[config.mk]
export PLATFORM = sky130hd
export DESIGN_NAME = cover_toggle_sched
export DESIGN_NICKNAME = d
export VERILOG_FILES = /design/src/rtl/cover_toggle_sched.sv
export SDC_FILE = /design/constraint.sdc
export NUM_CORES = 1
export LEC_CHECK = 0
export ABC_AREA = 0
export BUFFER_PORTS_ARGS = -buffer_cell sky130_fd_sc_hd__buf_4
export CAP_MARGIN = 20
export CELL_PAD_IN_SITES_DETAIL_PLACEMENT = 1
export CELL_PAD_IN_SITES_GLOBAL_PLACEMENT = 1
export CORE_ASPECT_RATIO = 1.1
export CORE_MARGIN = 2
export CORE_UTILIZATION = 40
export CTS_CLUSTER_DIAMETER = 80
export DETAILED_ROUTE_END_ITERATION = 10
export GPL_TIMING_DRIVEN = 0
export PLACE_DENSITY = 0.76
export SYNTH_ARGS = -nofsm -noshare
export SYNTH_HDL_FRONTEND = slang
export SYNTH_SLANG_ARGS = --single-unit
[constraint.sdc]
create_clock -name clock -period 11.17 [get_ports clock]
set_clock_uncertainty 0.2 [all_clocks]
set_input_delay 0 -clock clock [delete_from_list [all_inputs] [get_ports clock]]
set_output_delay 0 -clock clock [all_outputs]
set_load 0.005 [all_outputs]
[src/rtl/cover_toggle_sched.sv]
// cover_toggle_sched
// Gathers per-cycle toggle-coverage hits from NUM_GRP cover groups, drops points that
// were already reported since the last reset/clear, and serialises each newly hit point
// into a single cover-index stream toward the coverage report sink.
//
// Output handshake: out_valid is high whenever the FIFO holds a report and out_index
// carries that report; a beat transfers on a rising clock edge where out_valid && out_ready.
// While out_valid && !out_ready, out_valid and out_index hold steady.
module cover_toggle_sched #(
    parameter int                NUM_GRP    = 4,
    parameter int                GRP_W      = 5,
    parameter int                FIFO_DEPTH = 8,
    parameter int                IDX_W      = 32,
    parameter logic [IDX_W-1:0]  COVER_BASE = '0
) (
    input  logic                                   clock,
    input  logic                                   reset,
    input  logic [NUM_GRP*GRP_W-1:0]               hit,
    input  logic                                   enable,
    input  logic                                   clear,
    output logic                                   out_valid,
    input  logic                                   out_ready,
    output logic [IDX_W-1:0]                       out_index,
    output logic [$clog2(NUM_GRP*GRP_W+1)-1:0]     pend_cnt,
    output logic                                   busy,
    output logic                                   all_covered
);

    localparam int NPTS = NUM_GRP * GRP_W;
    localparam int PW   = (NPTS > 1) ? $clog2(NPTS) : 1;
    localparam int CW   = $clog2(NPTS + 1);
    localparam int AW   = $clog2(FIFO_DEPTH);

    localparam logic [PW:0]   NPTS_W    = (PW+1)'(NPTS);
    localparam logic [PW-1:0] LAST_PT   = PW'(NPTS - 1);
    localparam logic [AW:0]   DEPTH_W   = (AW+1)'(FIFO_DEPTH);

    // Architectural state
    logic [NPTS-1:0]  seen_q, seen_d;
    logic [NPTS-1:0]  pend_q, pend_d;
    logic [PW-1:0]    rr_q, rr_d;
    logic [PW-1:0]    mem_q [FIFO_DEPTH];
    logic [AW-1:0]    wr_ptr_q, wr_ptr_d;
    logic [AW-1:0]    rd_ptr_q, rd_ptr_d;
    logic [AW:0]      count_q, count_d;

    // Registered status outputs
    logic [CW-1:0]    pend_cnt_q, pend_cnt_d;
    logic             busy_q, busy_d;
    logic             all_cov_q, all_cov_d;

    // Combinational helpers
    logic [NPTS-1:0]  seen_eff;
    logic [NPTS-1:0]  new_hits;
    logic [NPTS-1:0]  grant_mask;
    logic             grant_found;
    logic [PW-1:0]    grant_idx;
    logic             fifo_empty;
    logic             fifo_full;
    logic             pop;
    logic             push;

    // Capture of new hits against the (possibly just cleared) seen map
    always_comb begin
        seen_eff = clear ? '0 : seen_q;
        new_hits = hit & ~seen_eff & {NPTS{enable}};
        seen_d   = seen_eff | new_hits;
    end

    // Round-robin search: first pending point at or after rr_q, wrapping to 0
    always_comb begin
        logic [PW:0] sum;
        grant_found = 1'b0;
        grant_idx   = '0;
        sum         = '0;
        for (int k = 0; k < NPTS; k++) begin
            sum = {1'b0, rr_q} + (PW+1)'(k);
            if (sum >= NPTS_W) begin
                sum = sum - NPTS_W;
            end
            if (!grant_found && pend_q[sum[PW-1:0]]) begin
                grant_found = 1'b1;
                grant_idx   = sum[PW-1:0];
            end
        end
    end

    // FIFO control, grant decision and next-state of pend/rr/pointers
    always_comb begin
        fifo_empty = (count_q == '0);
        fifo_full  = (count_q == DEPTH_W);
        pop        = !fifo_empty && out_ready;
        // A pop in the same cycle frees a slot, so a full FIFO can still accept a grant
        push       = grant_found && (!fifo_full || pop);
        grant_mask = push ? (NPTS'(1) << grant_idx) : '0;
        pend_d     = (pend_q & ~grant_mask) | new_hits;
        rr_d       = rr_q;
        if (push) begin
            rr_d = (grant_idx == LAST_PT) ? '0 : grant_idx + PW'(1);
        end
        wr_ptr_d   = push ? wr_ptr_q + AW'(1) : wr_ptr_q;
        rd_ptr_d   = pop  ? rd_ptr_q + AW'(1) : rd_ptr_q;
        count_d    = count_q + (AW+1)'(push) - (AW+1)'(pop);
    end

    // Status values derived from the post-edge state
    always_comb begin
        pend_cnt_d = '0;
        for (int i = 0; i < NPTS; i++) begin
            pend_cnt_d = pend_cnt_d + CW'(pend_d[i]);
        end
        busy_d    = (|pend_d) || (count_d != '0);
        all_cov_d = &seen_d;
    end

    // State register with synchronous reset
    always_ff @(posedge clock) begin
        if (reset) begin
            seen_q     <= '0;
            pend_q     <= '0;
            rr_q       <= '0;
            wr_ptr_q   <= '0;
            rd_ptr_q   <= '0;
            count_q    <= '0;
            pend_cnt_q <= '0;
            busy_q     <= 1'b0;
            all_cov_q  <= 1'b0;
        end else begin
            seen_q     <= seen_d;
            pend_q     <= pend_d;
            rr_q       <= rr_d;
            wr_ptr_q   <= wr_ptr_d;
            rd_ptr_q   <= rd_ptr_d;
            count_q    <= count_d;
            pend_cnt_q <= pend_cnt_d;
            busy_q     <= busy_d;
            all_cov_q  <= all_cov_d;
        end
    end

    // FIFO storage; contents are don't-care while the slot is not occupied
    always_ff @(posedge clock) begin
        if (!reset && push) begin
            mem_q[wr_ptr_q] <= grant_idx;
        end
    end

    // Output drive: head of FIFO offset by COVER_BASE, wrapping in IDX_W bits
    always_comb begin
        out_valid   = !fifo_empty;
        out_index   = fifo_empty ? '0 : COVER_BASE + IDX_W'(mem_q[rd_ptr_q]);
        pend_cnt    = pend_cnt_q;
        busy        = busy_q;
        all_covered = all_cov_q;
    end

endmodule
-- After elaboration in Yosys (flattened, before gate mapping)
Memories as Yosys holds them, arrays and structs flattened. A register that Yosys moved wholly into a read port is not among the register bits.
Index checks and enable logic that the tools add are counted.
- bits in registers: 62
- memories kept: 1
- memory bits (writable): 40
- word-level logic and storage cells: 281
- memories (memory ; depth ; bits a word ; rd ports ; clocked after Yosys merged registers in ; write ports ; line ; text):
    mem_q ; 8 ; 5 ; 1 ; 1 ; 1 ; 42 ; logic [PW-1:0] mem_q [FIFO_DEPTH];
- bitwise gates (word level): 7
- eq/ne operators: 2
- reduce and logical (&&, ||, !) cells: 50
- shift operators: 1
- muxes and demuxes: 108
- add/sub/neg operators: 63
- $lt $le $gt $ge: 40
- operator list (operator ; number):
    $mux 5 ; 42
    $lt 5x6->1 const B ; 20
    $ge 6x5->1 const B ; 19
    $bmux 1 s5 ; 20
    $sub 5x5->5 const B ; 20
    $add 5x1->5 ; 15
    $and 20x20->20 ; 3
    $add 5x4->6 const B ; 8
    $mux 1 ; 42
    $mux 20 ; 2
    $not 20->20 ; 2
    $or 20x20->20 ; 2
    $add 5x3->6 const B ; 4
    $add 5x5->6 const B ; 4
    $logic_and 1x1->1 ; 22
    $logic_not 1->1 ; 22
    $reduce_and 20->1 ; 1
    $reduce_or 20->1 ; 1
    $shl 1x5->20 const A ; 1
    $add 5x2->6 const B ; 2
    $add 3x1->3 const B ; 2
    $add 5x1->6 const B ; 1
    $mux 3 ; 2
    $add 4x1->5 ; 1
    12 further kinds ; 13

-- Logic depth before layout (Yosys ltp)
Gate-level depths: netlist (run 1).
- depth after elaboration: 86
- depth in mapped cells: 43
- gate-level depth less buffers: 38

-- Worst setup path before layout (run 1)
No wires, ideal clock.
- path kind: flip-flop to flip-flop
- start: register rr_q[1]
- end: register pend_cnt_q[4] (netlist: pend_cnt[4])
- data required time: 10842 ps
- setup time: 128 ps
- data arrival time: 9832 ps
- period minus slack after synthesis: 10160 ps
- slack: 1010 ps
- buffers on the path: 9
- cell stages (with the launch flop): 43
- cell sequence: dfxtp_1 -> buf_6 -> buf_6 -> clkbuf_1 -> inv_1 -> ha_1 -> buf_6 -> xnor2_1 -> inv_1 -> buf_2 -> ha_1 -> or3_1 -> and4_1 -> buf_6 -> nor4_4 -> o21bai_2 -> or3_1 -> buf_6 -> (+7 left out) -> ha_1 -> inv_1 -> o31a_1 -> or2_2 -> fa_1 -> inv_1 -> fa_1 -> inv_1 -> fa_1 -> fa_1 -> inv_1 -> fa_1 -> inv_1 -> ha_1 -> fa_1 -> a21o_1 -> a21oi_1 -> nor2_1
- RTL lines (item ; line ; text):
    from (decl) ; 41 ; logic [PW-1:0] rr_q, rr_d;
    from (signal assigned) ; 131 ; rr_q <= rr_d;
    branches (longest 61 deep; another with $add 5x1->6) ; - ;
    $mux 5 (*) ; 81 ; if (!grant_found && pend_q[sum[PW-1:0]]) begin
    via grant_idx[1] ; 57 ; logic [PW-1:0] grant_idx;
    $shl 1x5->20 (*) ; 95 ; grant_mask = push ? (NPTS'(1) << grant_idx) : '0;
    $mux 20 (*) ; 95 ;
    $not 20->20 (*) ; 96 ; pend_d = (pend_q & ~grant_mask) | new_hits;
    $and 20x20->20 (*) ; 96 ;
    $or 20x20->20 (*) ; 96 ;
    via pend_d[15] ; 40 ; logic [NPTS-1:0] pend_q, pend_d;
    $add 5x1->5 (*) (5 in a row) ; 110 ; pend_cnt_d = pend_cnt_d + CW'(pend_d[i]);
    to (signal assigned) ; 135 ; pend_cnt_q <= pend_cnt_d;
    to (decl) ; 48 ; logic [CW-1:0] pend_cnt_q, pend_cnt_d;
Mark *: on every way through the listed nets, which the timed path passes. The select of a mux whose other input is x is not followed.
A chain may end at the register's enable or synchronous reset.

-- Final worst setup path (run 1)
- start: register rr_q[0]
- end: register pend_cnt_q[4] (netlist: pend_cnt[4])
- cells in the longest elaborated chain, start to end: 86
- RTL lines (item ; line):
    branches (longest 63 deep; another with $add 5x1->6) ; -
    $mux 20 (*) ; 95
    $not 20->20 (*) ; 96
    $and 20x20->20 (*) ; 96
    $or 20x20->20 (*) ; 96
    via pend_d[1] ; 40
    $add 1x1->2 (*) ; 110
    $add 2x1->3 (*) ; 110
    $add 3x1->4 (*) ; 110
    $add 4x1->5 (*) ; 110
    $add 5x1->5 (*) (15 in a row) ; 110
Marks and branches as above.

==> metrics.txt, run 1 <==
status=completed; wire per inst=25.11 microns; Post-synth EDFFs=40; gpl congestion=0.9587; worst reg2reg setup slack=0.28 ns; later-pin clock latency in the skew report=around 0.36 ns; Tightest Hold Check Type=primary input to flip-flop; routed wire length=between 40000 and 50000 microns; max_slew headroom=37.43%; Initial Util=between 40% and 50%; Gate Count Post-Synth=1415; Remaining DRCs=0; All-Layer GR Usage=between 30% and 40%; CTS root buf=clkbuf_16; diodes inserted=0; most used cell, CP=fa_1; max-slew violation count=0; non-filler cells, final=1914; top_reg_cell synth=dfxtp_1; antenna violations before repair=0; final instance area=roughly 0.014 sq mm; Max-Cap Viols=0; CTS HTree Levels=3; Worst setup EP type=flip-flop; CTS clk-pin slew, worst paths=0.07 ns; vias per cell=6.378; placed cell areas=between 0.01 and 0.015 sq mm; number of DRC markers in iteration 0=874; first drt pass iteration count=5; chip height=183.5 microns; fraction of layout cells with a size suffix above 1=18.05%; Layout Nets=between 1500 and 2000; CTS sink count=105; vias in the first global route=12510; Area growth syn-to-layout=16.42%; Critical Path Start Type=flip-flop; total CTS buffers=9; Port Buffers=37; Detail Route Antenna Nets=0; Yosys reg bits=around 110; Largest stage delay, worst path=0.73 ns; final worst-path cycle share=97.53%; Ys Warns=0; Core Box Area=0.02871 sq mm; Post-Syn Area per Cell=8.276 sq um; die width=167.1 microns; Netlist cell types=100; worst r2r src=rr_q[0]; CP arrival=10.92 ns; Slew @ Worst Pin=0.9314 ns; die area=0.03066 sq mm; Post-Place Cells=1850; Core Rows=65; GR Overflow Total=0; Worst Hold Launch=enable; sequential share of the synthesized area=around a fifth; total number of vias=12210; Period minus WS final=10.89 ns; Crit Path Category=flip-flop to flip-flop; FMAX=91.79 MHz; critical path required time=11.20 ns; detailed placement HPWL=37510 microns; slowest CP cell=xnor2_1; pin count of the biggest net entering global routing=18; ys async rst share=0%; Worst Setup SP=rr_q[0]; clk buf depth=2; Final Hold Violating Endpoints=0; Max FO, Critical Path=11; Synth Cell Area=0.01171 sq mm; CTS tree=done; # setup viols final=0; I/O Pins=65; first-pass GRT wire length=73260 microns
Yosys cell counts, types with 18 or more instances:
| cell | instances | area [sq um] |
|---|---|---|
| nor2_1 | 100 | 375.4 |
| a31oi_1 | 24 | 150.1 |
| a21oi_1 | 90 | 450.4 |
| nand3_1 | 51 | 255.2 |
| ha_1 | 63 | 788.3 |
| buf_4 | 29 | 217.7 |
| a211oi_1 | 18 | 135.1 |
| mux4_2 | 32 | 720.7 |
| o21ai_0 | 54 | 270.3 |
| xnor2_1 | 42 | 367.9 |
| nor3_1 | 36 | 180.2 |
| inv_1 | 75 | 281.5 |
| edfxtp_1 | 40 | 1201 |
| nand2_1 | 155 | 581.8 |
| clkbuf_1 | 36 | 135.1 |
| dfxtp_1 | 65 | 1301 |
| nor2b_1 | 23 | 143.9 |
| mux2i_1 | 41 | 410.4 |
path summary, 6_finish.rpt:
| kind | endpoint | cells after the start |
|---|---|---|
| worst max-delay path | pend_cnt[4] | 37 |
| worst min-delay path | pend_q[19] | 5 |
| worst max register to register | pend_cnt[4] | 37 |
| worst min register to register | seen_q[0] | 2 |
per-layer routing:
layer / wire (microns) / vias up / global-route usage (%)
met3: 2684 / 155 / 3.294
met4: 3135 / 0 / 17.81
met2: 23290 / 459 / 53.89
met5: 0 / - / 0
li1: - / 5477 / -
met1: 18950 / 6117 / 36.71
area by class of cell:
class / instances / area (sq um)
fill: 3439 / 15080
multi-input combinational: 1156 / 8728
sequential: 105 / 2509
timing repair buffer: 91 / 743.2
buffer: 102 / 625.6
tap: 368 / 460.4
inverter: 76 / 296.5
clock buffer: 11 / 232.7
clock inverter: 5 / 37.54
critical path: cells and delay by family, from the launching register on:
| family | cells | cell delay [ns] |
|---|---|---|
| mux | 1 | 0.31 |
| compound gates | 9 | 2.67 |
| simple gates | 5 | 0.84 |
| fa+ha+maj | 9 | 3.69 |
| xor+xnor | 2 | 0.88 |
| flops | 1 | 0.41 |
| buf+inv | 11 | 1.74 |
registers in the layout (all words and copies together) (netlist names), named ones only:
name / cells
busy: 1
pend_q: 20
rd_ptr_q: 3
wr_ptr_q: 3
rr_q: 5
seen_q: 20
count_q: 4
mem_q: 40
pend_cnt: 5
all_covered: 1
layout by cell type (no fill, tap or decap), types with 13 or more instances in the layout:
master	count
nand2_1	155
conb_1	27
buf_2	18
a31oi_1	24
and2_1	16
ha_1	60
o211ai_1	17
nand2b_1	13
or3_1	14
fa_1	16
mux2_2	14
nor2b_1	23
nor2_1	98
dfxtp_1	62
and3_1	15
clkbuf_1	28
mux4_2	32
edfxtp_1	40
mux2i_1	37
nand4_1	16
buf_4	88
a21oi_1	86
inv_1	71
buf_6	13
nor3_1	29
a22o_1	13
o21ai_0	53
dlygate4sd3_1	28
xnor2_1	36
a22oi_1	17
nand3_1	50
a21o_1	17
a211oi_1	16
metrics by stage:
step           hold slack [ns]   TNS, ns  setup WS, ns  util (%)
2_1_floorplan          -0.1226         0         1.010         -
3_3_place_gp          0.008182    -8.217        -1.859     43.70
3_5_place_dp          0.009084    -9.406        -2.107     43.77
4_1_cts                0.04560         0        0.1114     46.38
5_1_grt                0.06955  -0.01989      -0.01989     47.49
6_report               0.05976         0        0.2755     47.49
repair_timing:
| action | CTS | global route |
|---|---|---|
| buffers inserted | 7 | 15 |
| pin swaps | 3 | 7 |
| endpoints found under the setup margin | 5 | 4 |
| hold buffers | 28 | 0 |
| resized for setup | 35 | 49 |
| hold endpoints to repair | 27 | 0 |
kinds of logic (layout without fill, tap and decap cells):
family                   Yosys count  in the layout  share of synthesized area [%]
AO/OA/AOI/OAI                    411            411                          25.00
XOR/XNOR                          50             50                          4.028
AND/OR/NAND/NOR                  502            502                          21.51
other                              1             27                        0.03202
multiplexers                      87             87                          11.01
adder cells (fa/ha/maj)           79             79                          9.467
flip-flops                       105            105                          21.37
buffers and inverters            180            285                          7.586
Power of run 1 is left out: the tool's default activity adds up to more than one toggle a clock period on the data nets, which glitch-free logic cannot reach.
==> run 2: changes to the inputs <==
CAP_MARGIN = 25   (was 20)
PLACE_DENSITY = unset   (was 0.76)
PLACE_DENSITY_LB_ADDON = 0.2   (was unset)
SLEW_MARGIN = 25   (was unset)
==> metrics.txt, run 2 (synthesis gave the netlist of run 1 again) <==
most used cell, CP=inv_1; pin count of the biggest net entering global routing=19; clk buf depth=2; Worst Setup SP=rr_q[0]; CTS clk-pin slew, worst paths=approximately 0.070 ns; later-pin clock latency in the skew report=0.36 ns; Core Box Area=0.02871 sq mm; max_slew headroom=between 30 and 40%; Critical Path Start Type=flip-flop; first drt pass iteration count=5; largest registers=mem_q x40, pend_q x20, seen_q x20; first-pass GRT wire length=72170 microns; Largest stage delay, worst path=0.56 ns; Largest Register=mem_q; GR Overflow Total=0; Slew @ Worst Pin=1.011 ns; All-Layer GR Usage=30.39%; critical path required time=11.20 ns; Max FO, Critical Path=11; max-slew violation count=0; chip height=183.5 microns; # setup viols final=0; final instance area=0.01362 sq mm; FMAX=around 92 MHz; Worst Hold Launch=enable; CTS root buf=clkbuf_16; final worst-path cycle share=97.23%; total number of vias=12080; gpl congestion=0.9992; routed wire length=47730 microns; placed cell areas=0.01258 sq mm; commonest cells after routing, fill and taps aside=nand2_1, nor2_1, a21oi_1; diodes inserted=0; worst r2r src=rr_q[0]; Layout Nets=1635; Period minus WS final=10.86 ns; vias in the first global route=12280; antenna violations before repair=0; Crit Path Category=flip-flop to flip-flop; die width=167.1 microns; Final Hold Violating Endpoints=0; CTS HTree Levels=3; Port Buffers=37; Worst Setup Slack, final=between 0.3 and 0.4 ns; commonest non-fill, non-tap cell in the layout=nand2_1; Core Rows=65; Worst Reg-to-Reg Cells=41; I/O Pins=65; slowest CP cell=fa_1; status=completed; Fin Hold WS=approximately 0.082 ns; Area growth syn-to-layout=16.28%; total CTS buffers=9; CTS tree=done; number of DRC markers in iteration 0=about 950; vias per cell=6.346; Hold Path Cell Cnt=5; die area=0.03066 sq mm; Worst setup EP type=flip-flop; CP arrival=10.89 ns; CTS sink count=105; Max-Cap Viols=0; fraction of layout cells with a size suffix above 1=17.51%; pre-CTS setup slack=-2.090 ns; max FFs per register=40; Tightest Hold Check Type=primary input to flip-flop; Initial Util=40.79%; detailed placement HPWL=around 37000 microns; Remaining DRCs=0; wire per inst=25.07 microns; Detail Route Antenna Nets=0
==> run 2: changes by cell type in the layout (fill, tap and decap cells not counted), sizes merged <==
cell,previous run,this run
clkbuf,46,42
clkinvlp,4,3
inv,76,78
buf,130,123
==> run 2: path summary, 6_finish.rpt <==
| check | end | slack, ns |
|---|---|---|
| worst min register to register | seen_q[19] | 0.29 |
| worst max register to register | pend_cnt[4] | 0.31 |
| worst max-delay path | pend_cnt[4] | 0.31 |
| worst min-delay path | pend_q[7] | 0.08 |
==> run 2: final cells by class <==
type / instances / area [sq um]
inverter: 76 / 289.0
clock inverter: 6 / 47.55
tap: 368 / 460.4
fill: 3459 / 15090
sequential: 105 / 2507
buffer: 103 / 626.9
multi-input combinational: 1156 / 8773
timing repair buffer: 80 / 683.2
clock buffer: 10 / 229.0
==> run 2: per-stage QoR <==
step	utilization (%)	cells	TNS [ns]
after detailed placement	43.81	1847	-9.217
after global placement	43.70	1846	-8.997
after CTS	46.46	1897	0
after floorplan	-	1441	0
final	47.43	1904	0
after global routing	47.43	1904	-0.01171
==> run 2: routing by layer <==
| metal | up-vias | wire length, microns | track usage (%) |
|---|---|---|---|
| met1 | 6095 | 18850 | 34.95 |
| met2 | 407 | 23920 | 54.39 |
| met5 | - | 0 | 0 |
| met3 | 126 | 2076 | 3.466 |
| li1 | 5455 | - | - |
| met4 | 0 | 2890 | 18.19 |
==> run 2: what timing repair did <==
action	4_1_cts	5_1_grt
pin swaps	3	4
setup endpoints to repair	5	5
hold endpoints to repair	31	0
gates cloned	0	0
buffers inserted	6	8
gates resized for setup	36	51
hold buffers	28	0
==> run 2: critical path: cells and delay by family, from the launching register on <==
family	cells	cell delay [ns]
xor gates and xnor gates	1	0.22
and+or+nand+nor	4	0.91
buffers and inverters	14	2.15
AOI/OAI and AO/OA	12	2.94
adders and majority gates	10	3.81
DFF	1	0.48
Power of run 2 is left out for the same reason.
